<file path="src/rtl/mem_arb_pkg.sv">
// Shared types and sizing helpers for the memory arbiter slice.
package mem_arb_pkg;

    typedef enum logic [1:0] {
        ST_IDLE  = 2'd0,
        ST_ISSUE = 2'd1,
        ST_WAIT  = 2'd2
    } arb_state_e;

    localparam int unsigned N_REQ_DEF = 3;

    // Index width for n items; never narrower than one bit.
    function automatic int unsigned idx_w(input int unsigned n);
        return (n > 1) ? $clog2(n) : 1;
    endfunction

    localparam int unsigned OWNER_W = idx_w(N_REQ_DEF);

endpackage

</file>
<file path="src/rtl/mem_arbiter_if.sv">
// Requester-side and MMU-side bus of the memory arbiter.
interface mem_arbiter_if
    import mem_arb_pkg::*;
#(
    parameter int unsigned MEM_W = 32,
    parameter int unsigned N_REQ = N_REQ_DEF
);
    localparam int unsigned BE_W = MEM_W / 8;

    logic [N_REQ-1:0]             rq_req_i;
    logic [N_REQ-1:0]             rq_gnt_o;
    logic [N_REQ-1:0][31:0]       rq_addr_i;
    logic [N_REQ-1:0]             rq_we_i;
    logic [N_REQ-1:0][BE_W-1:0]   rq_be_i;
    logic [N_REQ-1:0][MEM_W-1:0]  rq_wdata_i;
    logic [N_REQ-1:0]             rq_rvalid_o;
    logic [N_REQ-1:0]             rq_err_o;
    logic [MEM_W-1:0]             rq_rdata_o;

    logic                         mem_req_o;
    logic                         mem_we_o;
    logic [31:0]                  mem_addr_o;
    logic [BE_W-1:0]              mem_be_o;
    logic [MEM_W-1:0]             mem_wdata_o;
    logic                         mem_rvalid_i;
    logic                         mem_err_i;
    logic [MEM_W-1:0]             mem_rdata_i;

    logic                         busy_o;

    modport slave (
        input  rq_req_i, rq_addr_i, rq_we_i, rq_be_i, rq_wdata_i,
        output rq_gnt_o, rq_rvalid_o, rq_err_o, rq_rdata_o,
        output mem_req_o, mem_we_o, mem_addr_o, mem_be_o, mem_wdata_o,
        input  mem_rvalid_i, mem_err_i, mem_rdata_i,
        output busy_o
    );

    modport master (
        output rq_req_i, rq_addr_i, rq_we_i, rq_be_i, rq_wdata_i,
        input  rq_gnt_o, rq_rvalid_o, rq_err_o, rq_rdata_o,
        input  mem_req_o, mem_we_o, mem_addr_o, mem_be_o, mem_wdata_o,
        output mem_rvalid_i, mem_err_i, mem_rdata_i,
        input  busy_o
    );

endinterface

</file>
<file path="src/rtl/mem_arbiter_rr_picker.sv">
// Combinational round-robin select: first asserted request at or above ptr, wrapping.
module rr_picker
    import mem_arb_pkg::*;
#(
    parameter int unsigned N_REQ = N_REQ_DEF,
    parameter int unsigned IDX_W = idx_w(N_REQ)
) (
    input  logic [N_REQ-1:0] req,
    input  logic [IDX_W-1:0] ptr,
    output logic             valid_c,
    output logic [IDX_W-1:0] idx_c
);

    int unsigned cand;

    always_comb begin
        valid_c = 1'b0;
        idx_c   = '0;
        cand    = 0;
        for (int unsigned k = 0; k < N_REQ; k++) begin
            cand = (32'(ptr) + k) % N_REQ;
            if (!valid_c && req[IDX_W'(cand)]) begin
                valid_c = 1'b1;
                idx_c   = IDX_W'(cand);
            end
        end
    end

endmodule

</file>
<file path="src/rtl/mem_arbiter.sv">
// Round-robin arbiter funnelling N requesters into one outstanding MMU transaction.
module mem_arbiter
    import mem_arb_pkg::*;
#(
    parameter int unsigned MEM_W   = 32,
    parameter int unsigned N_REQ   = N_REQ_DEF,
    parameter int unsigned TIMEOUT = 255
) (
    input  logic           clk,
    input  logic           rst,
    mem_arbiter_if.slave   bus
);

    localparam int unsigned IDX_W = idx_w(N_REQ);
    localparam int unsigned BE_W  = MEM_W / 8;
    localparam int unsigned CNT_W = idx_w(TIMEOUT + 1);

    arb_state_e        state_q, state_d;
    logic [IDX_W-1:0]  ptr_q, ptr_d;
    logic [CNT_W-1:0]  cnt_q, cnt_d;
    logic [IDX_W-1:0]  owner_q;
    logic [31:0]       addr_q;
    logic              we_q;
    logic [BE_W-1:0]   be_q;
    logic [MEM_W-1:0]  wdata_q;

    logic              pick_valid_c;
    logic [IDX_W-1:0]  pick_idx_c;
    logic              latch_c;
    logic [N_REQ-1:0]  gnt_c, rvalid_c, err_c;
    logic [MEM_W-1:0]  rdata_c;
    logic              mem_req_c, mem_we_c;
    logic [31:0]       mem_addr_c;
    logic [BE_W-1:0]   mem_be_c;
    logic [MEM_W-1:0]  mem_wdata_c;

    rr_picker #(
        .N_REQ (N_REQ),
        .IDX_W (IDX_W)
    ) u_rr_picker (
        .req     (bus.rq_req_i),
        .ptr     (ptr_q),
        .valid_c (pick_valid_c),
        .idx_c   (pick_idx_c)
    );

    // State, pointer, wait counter and the granted request's fields.
    always_ff @(posedge clk or posedge rst) begin
        if (rst) begin
            state_q <= ST_IDLE;
            ptr_q   <= '0;
            cnt_q   <= '0;
            owner_q <= '0;
            addr_q  <= '0;
            we_q    <= 1'b0;
            be_q    <= '0;
            wdata_q <= '0;
        end else begin
            state_q <= state_d;
            ptr_q   <= ptr_d;
            cnt_q   <= cnt_d;
            if (latch_c) begin
                owner_q <= pick_idx_c;
                addr_q  <= bus.rq_addr_i[pick_idx_c];
                we_q    <= bus.rq_we_i[pick_idx_c];
                be_q    <= bus.rq_be_i[pick_idx_c];
                wdata_q <= bus.rq_wdata_i[pick_idx_c];
            end
        end
    end

    always_comb begin
        state_d     = state_q;
        ptr_d       = ptr_q;
        cnt_d       = cnt_q;
        latch_c     = 1'b0;
        gnt_c       = '0;
        rvalid_c    = '0;
        err_c       = '0;
        rdata_c     = '0;
        mem_req_c   = 1'b0;
        mem_we_c    = 1'b0;
        mem_addr_c  = '0;
        mem_be_c    = '0;
        mem_wdata_c = '0;

        unique case (state_q)
            ST_IDLE: begin
                // Grant is combinational so the requester sees it in its request cycle.
                if (pick_valid_c && !rst) begin
                    gnt_c[pick_idx_c] = 1'b1;
                    latch_c           = 1'b1;
                    ptr_d             = (pick_idx_c == IDX_W'(N_REQ - 1)) ? '0
                                                                          : pick_idx_c + IDX_W'(1);
                    state_d           = ST_ISSUE;
                end
            end
            ST_ISSUE: begin
                mem_req_c   = 1'b1;
                mem_we_c    = we_q;
                mem_addr_c  = addr_q;
                mem_be_c    = be_q;
                mem_wdata_c = wdata_q;
                cnt_d       = '0;
                state_d     = ST_WAIT;
            end
            ST_WAIT: begin
                // Error beats rvalid; any response beats the timeout.
                if (bus.mem_err_i) begin
                    err_c[owner_q] = 1'b1;
                    state_d        = ST_IDLE;
                end else if (bus.mem_rvalid_i) begin
                    rvalid_c[owner_q] = 1'b1;
                    rdata_c           = bus.mem_rdata_i;
                    state_d           = ST_IDLE;
                end else if (cnt_q == CNT_W'(TIMEOUT)) begin
                    err_c[owner_q] = 1'b1;
                    state_d        = ST_IDLE;
                end else begin
                    cnt_d = cnt_q + CNT_W'(1);
                end
            end
            default: state_d = ST_IDLE;
        endcase
    end

    assign bus.rq_gnt_o    = gnt_c;
    assign bus.rq_rvalid_o = rvalid_c;
    assign bus.rq_err_o    = err_c;
    assign bus.rq_rdata_o  = rdata_c;
    assign bus.mem_req_o   = mem_req_c;
    assign bus.mem_we_o    = mem_we_c;
    assign bus.mem_addr_o  = mem_addr_c;
    assign bus.mem_be_o    = mem_be_c;
    assign bus.mem_wdata_o = mem_wdata_c;
    assign bus.busy_o      = (state_q != ST_IDLE);

endmodule

</file>
<file path="src/flat_wrapper.sv">
// flat-port wrapper written by rule: the top's interface ports become plain ports
module mem_arbiter_flat import mem_arb_pkg::*;
#(
    parameter int unsigned MEM_W   = 32,
    parameter int unsigned N_REQ   = N_REQ_DEF,
    parameter int unsigned TIMEOUT = 255
)
  (clk, rst, bus_rq_req_i, bus_rq_addr_i, bus_rq_we_i, bus_rq_be_i, bus_rq_wdata_i, bus_rq_gnt_o, bus_rq_rvalid_o, bus_rq_err_o, bus_rq_rdata_o, bus_mem_req_o, bus_mem_we_o, bus_mem_addr_o, bus_mem_be_o, bus_mem_wdata_o, bus_mem_rvalid_i, bus_mem_err_i, bus_mem_rdata_i, bus_busy_o);
  mem_arbiter_if #(.MEM_W(MEM_W), .N_REQ(N_REQ)) bus_i ();
  input  logic clk;
  input  logic rst;
  input wire logic [$bits(bus_i.rq_req_i)-1:0] bus_rq_req_i;
  input wire logic [$bits(bus_i.rq_addr_i)-1:0] bus_rq_addr_i;
  input wire logic [$bits(bus_i.rq_we_i)-1:0] bus_rq_we_i;
  input wire logic [$bits(bus_i.rq_be_i)-1:0] bus_rq_be_i;
  input wire logic [$bits(bus_i.rq_wdata_i)-1:0] bus_rq_wdata_i;
  output wire logic [$bits(bus_i.rq_gnt_o)-1:0] bus_rq_gnt_o;
  output wire logic [$bits(bus_i.rq_rvalid_o)-1:0] bus_rq_rvalid_o;
  output wire logic [$bits(bus_i.rq_err_o)-1:0] bus_rq_err_o;
  output wire logic [$bits(bus_i.rq_rdata_o)-1:0] bus_rq_rdata_o;
  output wire logic [$bits(bus_i.mem_req_o)-1:0] bus_mem_req_o;
  output wire logic [$bits(bus_i.mem_we_o)-1:0] bus_mem_we_o;
  output wire logic [$bits(bus_i.mem_addr_o)-1:0] bus_mem_addr_o;
  output wire logic [$bits(bus_i.mem_be_o)-1:0] bus_mem_be_o;
  output wire logic [$bits(bus_i.mem_wdata_o)-1:0] bus_mem_wdata_o;
  input wire logic [$bits(bus_i.mem_rvalid_i)-1:0] bus_mem_rvalid_i;
  input wire logic [$bits(bus_i.mem_err_i)-1:0] bus_mem_err_i;
  input wire logic [$bits(bus_i.mem_rdata_i)-1:0] bus_mem_rdata_i;
  output wire logic [$bits(bus_i.busy_o)-1:0] bus_busy_o;
  assign bus_i.rq_req_i = bus_rq_req_i;
  assign bus_i.rq_addr_i = bus_rq_addr_i;
  assign bus_i.rq_we_i = bus_rq_we_i;
  assign bus_i.rq_be_i = bus_rq_be_i;
  assign bus_i.rq_wdata_i = bus_rq_wdata_i;
  assign bus_rq_gnt_o = bus_i.rq_gnt_o;
  assign bus_rq_rvalid_o = bus_i.rq_rvalid_o;
  assign bus_rq_err_o = bus_i.rq_err_o;
  assign bus_rq_rdata_o = bus_i.rq_rdata_o;
  assign bus_mem_req_o = bus_i.mem_req_o;
  assign bus_mem_we_o = bus_i.mem_we_o;
  assign bus_mem_addr_o = bus_i.mem_addr_o;
  assign bus_mem_be_o = bus_i.mem_be_o;
  assign bus_mem_wdata_o = bus_i.mem_wdata_o;
  assign bus_i.mem_rvalid_i = bus_mem_rvalid_i;
  assign bus_i.mem_err_i = bus_mem_err_i;
  assign bus_i.mem_rdata_i = bus_mem_rdata_i;
  assign bus_busy_o = bus_i.busy_o;
  mem_arbiter #(.MEM_W(MEM_W), .N_REQ(N_REQ), .TIMEOUT(TIMEOUT)) u_core (.clk(clk), .rst(rst), .bus(bus_i));
endmodule
</file>
<file path="config.mk">
export PLATFORM = sky130hd
export DESIGN_NAME = mem_arbiter_flat
export DESIGN_NICKNAME = d
export VERILOG_FILES = /design/src/rtl/mem_arb_pkg.sv /design/src/rtl/mem_arbiter_if.sv /design/src/rtl/mem_arbiter_rr_picker.sv /design/src/rtl/mem_arbiter.sv /design/src/flat_wrapper.sv
export SDC_FILE = /design/constraint.sdc
export NUM_CORES = 1
export LEC_CHECK = 0
export BUFFER_PORTS_ARGS = -buffer_cell sky130_fd_sc_hd__buf_2
export CAP_MARGIN = 25
export CORE_AREA = 2 2 138 140
export DETAILED_ROUTE_END_ITERATION = 8
export DIE_AREA = 0 0 140 142
export GPL_TIMING_DRIVEN = 0
export PLACE_DENSITY = 0.66
export SYNTH_ARGS = -nofsm -noshare
export SYNTH_HDL_FRONTEND = slang
export SYNTH_SLANG_ARGS = --single-unit
export TNS_END_PERCENT = 30
</file>
<file path="constraint.sdc">
create_clock -name clk -period 2.5 [get_ports clk]
set_input_delay 0.5 -clock clk [delete_from_list [all_inputs] [get_ports clk]]
set_output_delay 0.5 -clock clk [all_outputs]
set_load 0.05 [all_outputs]
</file>
### Word level (Yosys, flattened, before mapping)

Index checks and enable logic that the tools add are counted.

* add/subtract/negate cells: 4
* div/mod/pow operators: 3
* order comparisons: 7
* eq/ne operators: 9
* muxes and demuxes: 53
* reductions and logical operators: 14

Operators by type and width (count)
* 2-to-1 mux 32 bit: 7
* binary-select mux 32 bit (select 2 bit): 2
* remainder unit 32 x 2 -> 32 bit (second input constant): 2
* remainder unit 2 x 2 -> 32 bit (second input constant): 1
* 2-to-1 mux 3 bit: 9
* 2-to-1 mux 8 bit: 3
* 2-to-1 mux 2 bit: 8
* one-hot mux 8 bit (2 select lines): 1
* less-than comparator 2 x 3 -> 1 bit (second input constant): 5
* 2-to-1 mux 1 bit: 13
* adder 8 x 1 -> 8 bit (second input constant): 1
* binary-select mux 1 bit (select 2 bit): 4
* binary-select mux 4 bit (select 2 bit): 1
* == test 8 bit (second input constant): 1
* 2-to-1 mux 4 bit: 2
* != test 2 bit (second input constant): 3
* one-hot mux 2 bit (3 select lines): 1
* logical AND 1 bit: 5
* demux 1 bit (select 2 bit): 2
* == test 2 bit (second input constant): 2
* greater-or-equal comparator 2 x 1 -> 1 bit (second input constant): 2
* != test 4 x 3 -> 1 bit (second input constant): 1
* AND reduction 2 bit: 2
* AND reduction 4 bit: 1
* other kinds (8): 11

* register bits after elaboration: 83
* input bits: 246
* output and inout port bits: 112
* word-level logic and storage cells: 98

### Depth between registers and ports, before layout

Gate-level depths: netlist of the first run.

* depth after elaboration: 16
* depth in mapped cells: 11
* gate-level depth less buffers: 9

### Cells and area by module

A second synthesis of the first run with hierarchy kept.

* cells, all modules: 683
* area, all modules: 5530.3 um^2

Modules (own cells, without submodules)
* mem_arbiter: instances 1, cells each 651, area each 5278.8 um^2, sequential area each 2077.0 um^2
* rr_picker: instances 1, cells each 32, area each 251.5 um^2, sequential area each 0.0 um^2

### Worst setup path before layout of the first run

OpenSTA, ideal clock, no wires.

* path kind: flip-flop to output port
* from: register u_core.ptr_q[1]
* to: output bus_rq_gnt_o[1]
* arrival: 2.550 ns
* required time: 2.000 ns
* slack: -0.550 ns
* stages on the path, launching flop included: 11
* path buffers: 2
* cell sequence: dfrtp_1 -> inv_1 -> ha_1 -> mux2_4 -> a21oi_4 -> nand3_1 -> a31oi_1 -> buf_6 -> buf_8 -> inv_1 -> nor2_1

* longest elaborated chain between the ends: 16
* elaborated cells between the ends (all ways): 29
* those cells by class: 2 x add/sub; 3 x div; 2 x order compare; 16 x mux; 6 x reduce/logical

Ends and longest elaborated chain
* from (decl): RTL line mem_arbiter.sv:19 `logic [IDX_W-1:0] ptr_q, ptr_d;`
* from (signal assigned): RTL line mem_arbiter.sv:60 `ptr_q <= ptr_d;`
* branches (longest 14 deep; another with remainder unit 32 x 2 -> 32 bit)
* 2-to-1 mux 3 bit *: RTL line mem_arbiter.sv:90 `if (pick_valid_c && !rst) begin`
* 2-to-1 mux 3 bit *: RTL line mem_arbiter.sv:87 `unique case (state_q)`
* to (decl): RTL line flat_wrapper.sv:17 `output wire logic [$bits(bus_i.rq_gnt_o)-1:0] bus_rq_gnt_o;`

Every way passes the cells marked *. The select of a mux whose other input is x is not followed.

### Final worst setup path of the first run

Same ends and word-level chain as after synthesis.

==> results of run 1 <==
## area by class of cell
| class | instances | area [um^2] |
|---|---|---|
| Clock inverter | 5 | 55.1 |
| Clock buffer | 10 | 229 |
| Sequential cell | 83 | 2080 |
| Multi-Input combinational cell | 462 | 3640 |
| Inverter | 9 | 45.0 |
| Fill cell | 1763 | 9600 |
| Timing Repair Buffer | 377 | 2090 |
| Buffer | 50 | 420 |
| Tap cell | 234 | 293 |
## logic make-up after synthesis
group           share of synthesized area (%)
buf+inv                                  6.24
simple gates                             26.5
compound gates                           16.6
flops                                    36.1
fa+ha+maj                                1.09
xor+xnor                                0.914
mux                                      12.6
## worst max-delay path by stage
stage | from | slack [ns] | endpoint | cells past startpoint
final | u_core.ptr_q[1] | -0.41 | bus_rq_gnt_o[1] | 11
after global routing | u_core.ptr_q[1] | -0.51 | bus_rq_gnt_o[1] | 11
after CTS | u_core.ptr_q[1] | -0.42 | bus_rq_gnt_o[0] | 12
after detailed placement | u_core.ptr_q[1] | -0.68 | bus_rq_gnt_o[2] | 8
after global placement | u_core.ptr_q[1] | -0.64 | bus_rq_gnt_o[2] | 8
after floorplan | u_core.ptr_q[1] | -0.11 | bus_rq_gnt_o[1] | 10
## metrics by stage
stage	TNS (ns)	setup WS, ns	utilization [%]	cell area, um^2
after floorplan	-0.414	-0.114	-	5800
after global placement	-17.80	-0.637	42.7	7880
after detailed placement	-19.85	-0.685	42.9	7920
after CTS	-1.51	-0.422	46.6	8600
after global routing	-10.51	-0.512	48.0	8860
final	-1.87	-0.405	48.0	8860
## timing repair
| item | 4_1_cts | 5_1_grt |
|---|---|---|
| resized for setup | 91 | 72 |
| endpoints found under the setup margin | 152 | 160 |
| setup buffers | 15 | 3 |
| cloned | 0 | 0 |
| hold buffers | 0 | 0 |
| pin swaps | 6 | 7 |
## report_power, final
group	internal (W)	switching, W	leakage (nW)
Combinational	0.00352	0.00483	3.33
Sequential	0.00196	0.000296	1.04
Clock	0.000766	0.000563	0.134
## worst register-to-register path: stages (launching register included)
cell and delay, ns:
dfrtp_1 0.41, buf_6 0.13, ha_4 0.30, mux2i_1 0.19
o21a_2 0.19, nand3_2 0.12, a31oi_4 0.22, buf_6 0.15
buf_8 0.18, buf_12 0.18, mux2i_4 0.30, o211ai_2 0.11
## registers in the layout, indices dropped and copies added (netlist names)
register / flops
u_core.wdata_q: 32
u_core.be_q: 4
u_core.owner_q: 2
u_core.we_q: 1
u_core.state_q: 2
u_core.cnt_q: 8
u_core.addr_q: 32
u_core.ptr_q: 2
## routing by layer
layer	global-route usage, %	vias to the layer above
met5	0	-
met4	6.06	0
met3	4.21	28
met2	34.2	231
met1	24.3	2712
li1	-	2890
## cell usage in the layout, fill, tap and decap left out, types with 4 or more instances in the layout
cell type,instances
buf_2,325
and2_1,102
dfrtp_1,82
nand2_1,79
nand3_1,73
o211ai_2,59
buf_4,55
mux2i_2,44
mux2i_1,22
nor2_1,11
buf_12,11
o211ai_1,11
clkbuf_1,11
clkbuf_2,9
clkbuf_16,9
buf_6,6
mux2i_4,5
buf_8,5
buf_1,4
==> results.sh, run 1 <==
export IMPL_status="finished, violations left"
export IMPL_violations="DRC, setup timing"
export IMPL_p_per_area_mw_per_mm2=1350
export IMPL_hold_slack_ns=0.105
export IMPL_design_core_area_mm2=0.0185
export IMPL_grt_pass1_wl_um=30500
export IMPL_min_period_over_period_pct=116
export IMPL_cp_top_family="buffers and inverters"
export IMPL_grt_pass1_vias=5858
export IMPL_nets=1243
export IMPL_ys_top_cells_by_area="dfrtp_1 36%, o211ai_2 13%, mux2i_1 12%, and2_1 11%, nand3_1 6.4%"
export IMPL_post_route_cells_drive_above_1_share_pct=56.4
export IMPL_netlist_area_mm2=0.00575
export IMPL_clkSinkCount=83
export IMPL_reg2reg_depth=11
export IMPL_finClkSkew_ns=0.00761
export IMPL_diodes=0
export IMPL_synth_area_leader_cell="dfrtp_1"
export IMPL_portBuffers=357
export IMPL_crit_fanout=6
export IMPL_cts_root_buf="clkbuf_16"
export IMPL_rsz0062_at_grt="true"
export IMPL_grtUsageTotal_pct=19.6
export IMPL_viasPerCell=4.77
export IMPL_cap_violations=0
export IMPL_h_tree_depth=3
export IMPL_worstMarginPinSlew_ns=0.515
export IMPL_synth_main_ff_cell="dfrtp_1"
export IMPL_path_buf_inv=5
export IMPL_num_io_pins=358
export IMPL_setup_viol=47
export IMPL_initial_utilization_pct=31.2
export IMPL_crit_slowest_cell="dfrtp_1"
export IMPL_grt_overflow_total=0
export IMPL_path_cells="buf_6 > ha_4 > mux2i_1 > o21a_2 > nand3_2 > a31oi_4 > buf_6 > buf_12 > inv_4 > nor2_4 > buf_8"
export IMPL_die_y_um=142
export IMPL_cp_arrival_ns=2.41
export IMPL_antenna_found_initial=0
export IMPL_critPathLaunchType="register"
export IMPL_dieArea_mm2=0.0199
export IMPL_synth_fp_nets=855
export IMPL_wl_per_cell_um=16.5
export IMPL_clkTransAtPathRegs_ns=0.06
export IMPL_netlist_area_leader_share_pct=36.1
export IMPL_clock_latency_ns=0.34
export IMPL_cts_tree="yes"
export IMPL_crit_path_max_incr_delay_ns=0.41
export IMPL_r2r_slack_ns=-0.09
export IMPL_max_clock_freq_mhz=344
export IMPL_wl_met1_um=8610
export IMPL_clock_path_buffers=2
export IMPL_path_class="reg2out"
export IMPL_firstDrtPassIters=7
export IMPL_met2WireLength_um=9980
export IMPL_yosysWarnings=0
export IMPL_async_flop_share_pct=100
export IMPL_synth_area_per_cell_um2=9.52
export IMPL_endpoint_kind="primary output"
export IMPL_maxSlewHeadroom_pct=65.7
export IMPL_finalWorstSetupSlack_ns=-0.405
export IMPL_antenna_left=0
export IMPL_die_x_um=140
export IMPL_timing_rr_start="u_core.ptr_q[1]"
export IMPL_yosysMostFrequentCell="and2_1"
export IMPL_seq_area_frac_synth_pct=36.1
export IMPL_drv_slew=0
export IMPL_leakage_nw=4.51
export IMPL_row_count=50
export IMPL_grt_max_degree=39
export IMPL_drtIter0Drc=234
export IMPL_numCtsBuffers=9
export IMPL_hold_path_class="in2async"
export IMPL_synth_seq_cells=83
export IMPL_dp_cells=1197
export IMPL_rr_endpoint="u_core.wdata_q[31]"
export IMPL_hold_viol=0
export IMPL_instances_no_fill=1230
export IMPL_hpwl_um=15200
export IMPL_worst_ep_required_time_ns=2.00
export IMPL_syn_to_final_growth_pct=54.0
export IMPL_total_power_w=0.0119
export IMPL_dr_wl_met3_um=1270
export IMPL_vias=5861
export IMPL_post_route_min_period_ns=2.91
export IMPL_peakVddDrop_uv=821
export IMPL_netlist_instances=604
export IMPL_gp_congestion=0.816
export IMPL_wl_um=20300
export IMPL_highest_signal_layer="met4"
export IMPL_drt_drc_violations_left=19
export IMPL_cpMostUsedCell="buf_6"
export IMPL_netlist_top_cells_count="103 x and2_1, 83 x dfrtp_1, 81 x nand2_1"
export IMPL_ys_types=44
export IMPL_synth_edf_count=0
Note: power is estimated with default switching activity, not from simulation.
==> run 2: changes to the inputs <==
Settings changed: SKIP_CTS_REPAIR_TIMING set to 1.
==> run 2 against run 1 <==
Net effect: the flow still finishes with violations (DRC, setup timing); worst hold slack worse by 0.00094 ns; sequential power hardly changed; sequential share of layout area is 0.40 points higher; clock skew is 0.00082 ns higher; sequential cell count stayed put; via count is 1.2% lower; setup slack worse by 0.18 ns; combinational power is 3.4% lower; critical path type unchanged.
==> results.sh, run 2 (synthesis results as in run 1) <==
export IMPL_top_regs="u_core.addr_q (32), u_core.wdata_q (32), u_core.cnt_q (8)"
export IMPL_row_count=50
export IMPL_cap_violations=0
export IMPL_num_fill_cells=1790
export IMPL_crit_fanout=10
export IMPL_grt_pass1_vias=5688
export IMPL_die_x_um=140
export IMPL_grt_pass1_wl_um=29400
export IMPL_finClkSkew_ns=0.00844
export IMPL_met3_usage_pct=4.10
export IMPL_p_per_area_mw_per_mm2=1340
export IMPL_nets=1248
export IMPL_gp_congestion=0.816
export IMPL_cts_tree="yes"
export IMPL_rr_endpoint="u_core.addr_q[31]"
export IMPL_drt_drc_violations_left=19
export IMPL_min_period_over_period_pct=123
export IMPL_layout_commonest_cell="buf_2"
export IMPL_worst_ep_required_time_ns=2.00
export IMPL_grt_max_degree=39
export IMPL_die_y_um=142
export IMPL_final_cell_mix="356 x buf_2, 102 x and2_1, 83 x dfrtp_1, 79 x nand2_1, 73 x nand3_1"
export IMPL_path_class="reg2out"
export IMPL_post_route_cells_drive_above_1_share_pct=52.7
export IMPL_leakage_nw=4.53
export IMPL_critPathLaunchType="register"
export IMPL_post_place_ws_ns=-0.685
export IMPL_endpoint_kind="primary output"
export IMPL_reg2reg_depth=11
export IMPL_vias=5789
export IMPL_wl_per_cell_um=16.0
export IMPL_grt_util_met1_pct=23.3
export IMPL_syn_to_final_growth_pct=51.3
export IMPL_total_power_w=0.0116
export IMPL_cp_arrival_ns=2.58
export IMPL_design_core_area_mm2=0.0185
export IMPL_clock_latency_ns=0.34
export IMPL_antenna_found_initial=0
export IMPL_grtUsageTotal_pct=18.8
export IMPL_clkSinkCount=83
export IMPL_drv_slew=0
export IMPL_busiest_layer="met2"
export IMPL_grt_overflow_total=0
export IMPL_hpwl_um=15200
export IMPL_clock_path_buffers=2
export IMPL_max_clock_freq_mhz=324
export IMPL_maxSlewHeadroom_pct=65.0
export IMPL_final_util_pct=47.2
export IMPL_initial_utilization_pct=31.2
export IMPL_drtIter0Drc=236
export IMPL_timing_rr_start="u_core.ptr_q[1]"
export IMPL_cts_root_buf="clkbuf_16"
export IMPL_hold_viol=0
export IMPL_rsz0062_at_grt="true"
export IMPL_num_io_pins=358
export IMPL_met2_usage_pct=33.0
export IMPL_wl_um=19800
export IMPL_worstMarginPinSlew_ns=0.525
export IMPL_diodes=0
export IMPL_antenna_left=0
export IMPL_post_route_min_period_ns=3.08
export IMPL_firstDrtPassIters=8
export IMPL_viasPerCell=4.69
export IMPL_portBuffers=357
export IMPL_finalWorstSetupSlack_ns=-0.585
export IMPL_hold_path_class="in2async"
export IMPL_numCtsBuffers=9
export IMPL_r2r_slack_ns=-0.09
export IMPL_clkTransAtPathRegs_ns=0.07
export IMPL_peakVddDrop_uv=684
export IMPL_violations="DRC, setup timing"
export IMPL_status="finished, violations left"
export IMPL_h_tree_depth=3
export IMPL_dieArea_mm2=0.0199
export IMPL_setup_viol=67
[run 2: report_power, final]
group / internal [W] / total, W / leakage, nW / switching (W)
clock: 0.000766 / 0.00132 / 0.134 / 0.000557
sequential: 0.00196 / 0.00224 / 1.04 / 0.000286
combinational: 0.00337 / 0.00807 / 3.36 / 0.00470
total: 0.00609 / 0.0116 / 4.53 / 0.00555
[run 2: worst max-delay path by stage]
stage / start / end / slack, ns
3_3_place_gp: u_core.ptr_q[1] / bus_rq_gnt_o[2] / -0.64
6_report: u_core.ptr_q[1] / bus_rq_gnt_o[2] / -0.58
5_1_grt: u_core.ptr_q[1] / bus_rq_gnt_o[0] / -0.69
2_1_floorplan: u_core.ptr_q[1] / bus_rq_gnt_o[1] / -0.11
3_5_place_dp: u_core.ptr_q[1] / bus_rq_gnt_o[2] / -0.68
4_1_cts: u_core.ptr_q[1] / bus_rq_gnt_o[2] / -1.08
[run 2: stage by stage]
| stage | hold slack [ns] | TNS [ns] | instances | area (um^2) |
|---|---|---|---|---|
| 2_1_floorplan | 0.448 | -0.414 | 604 | 5800 |
| 3_3_place_gp | 0.460 | -17.80 | 1195 | 7880 |
| 3_5_place_dp | 0.463 | -19.85 | 1197 | 7920 |
| 4_1_cts | 0.0897 | -38.48 | 1212 | 8200 |
| 5_1_grt | 0.111 | -19.05 | 1235 | 8700 |
| 6_report | 0.104 | -6.66 | 1235 | 8700 |
[run 2: routing by layer]
metal / vias to the layer above / share of wire (%)
met5: - / 0
met4: 0 / 1.5
met3: 23 / 6.2
met2: 214 / 49
met1: 2652 / 43
li1: 2900 / -
[run 2: worst max-delay path, cell delays in order (launching register included)]
cell,delay [ns]
dfrtp_1,0.43
inv_2,0.12
ha_4,0.17
mux2_4,0.33
a21oi_4,0.27
nand2_2,0.10
o21ai_4,0.23
inv_2,0.07
buf_6,0.16
and2_2,0.20
buf_6,0.16
[run 2: cell type report]
| class | instances | area, um^2 | area share (%) |
|---|---|---|---|
| repair buffers | 382 | 2090 | 24.0 |
| plain buffers | 50 | 405 | 4.66 |
| multi-input cells | 462 | 3520 | 40.4 |
| flip-flops and latches | 83 | 2080 | 23.9 |
| well taps | 234 | 293 | 3.36 |
| clock buffers | 10 | 229 | 2.63 |
| clock inverters | 5 | 55.1 | 0.632 |
| inverters | 9 | 37.5 | 0.431 |
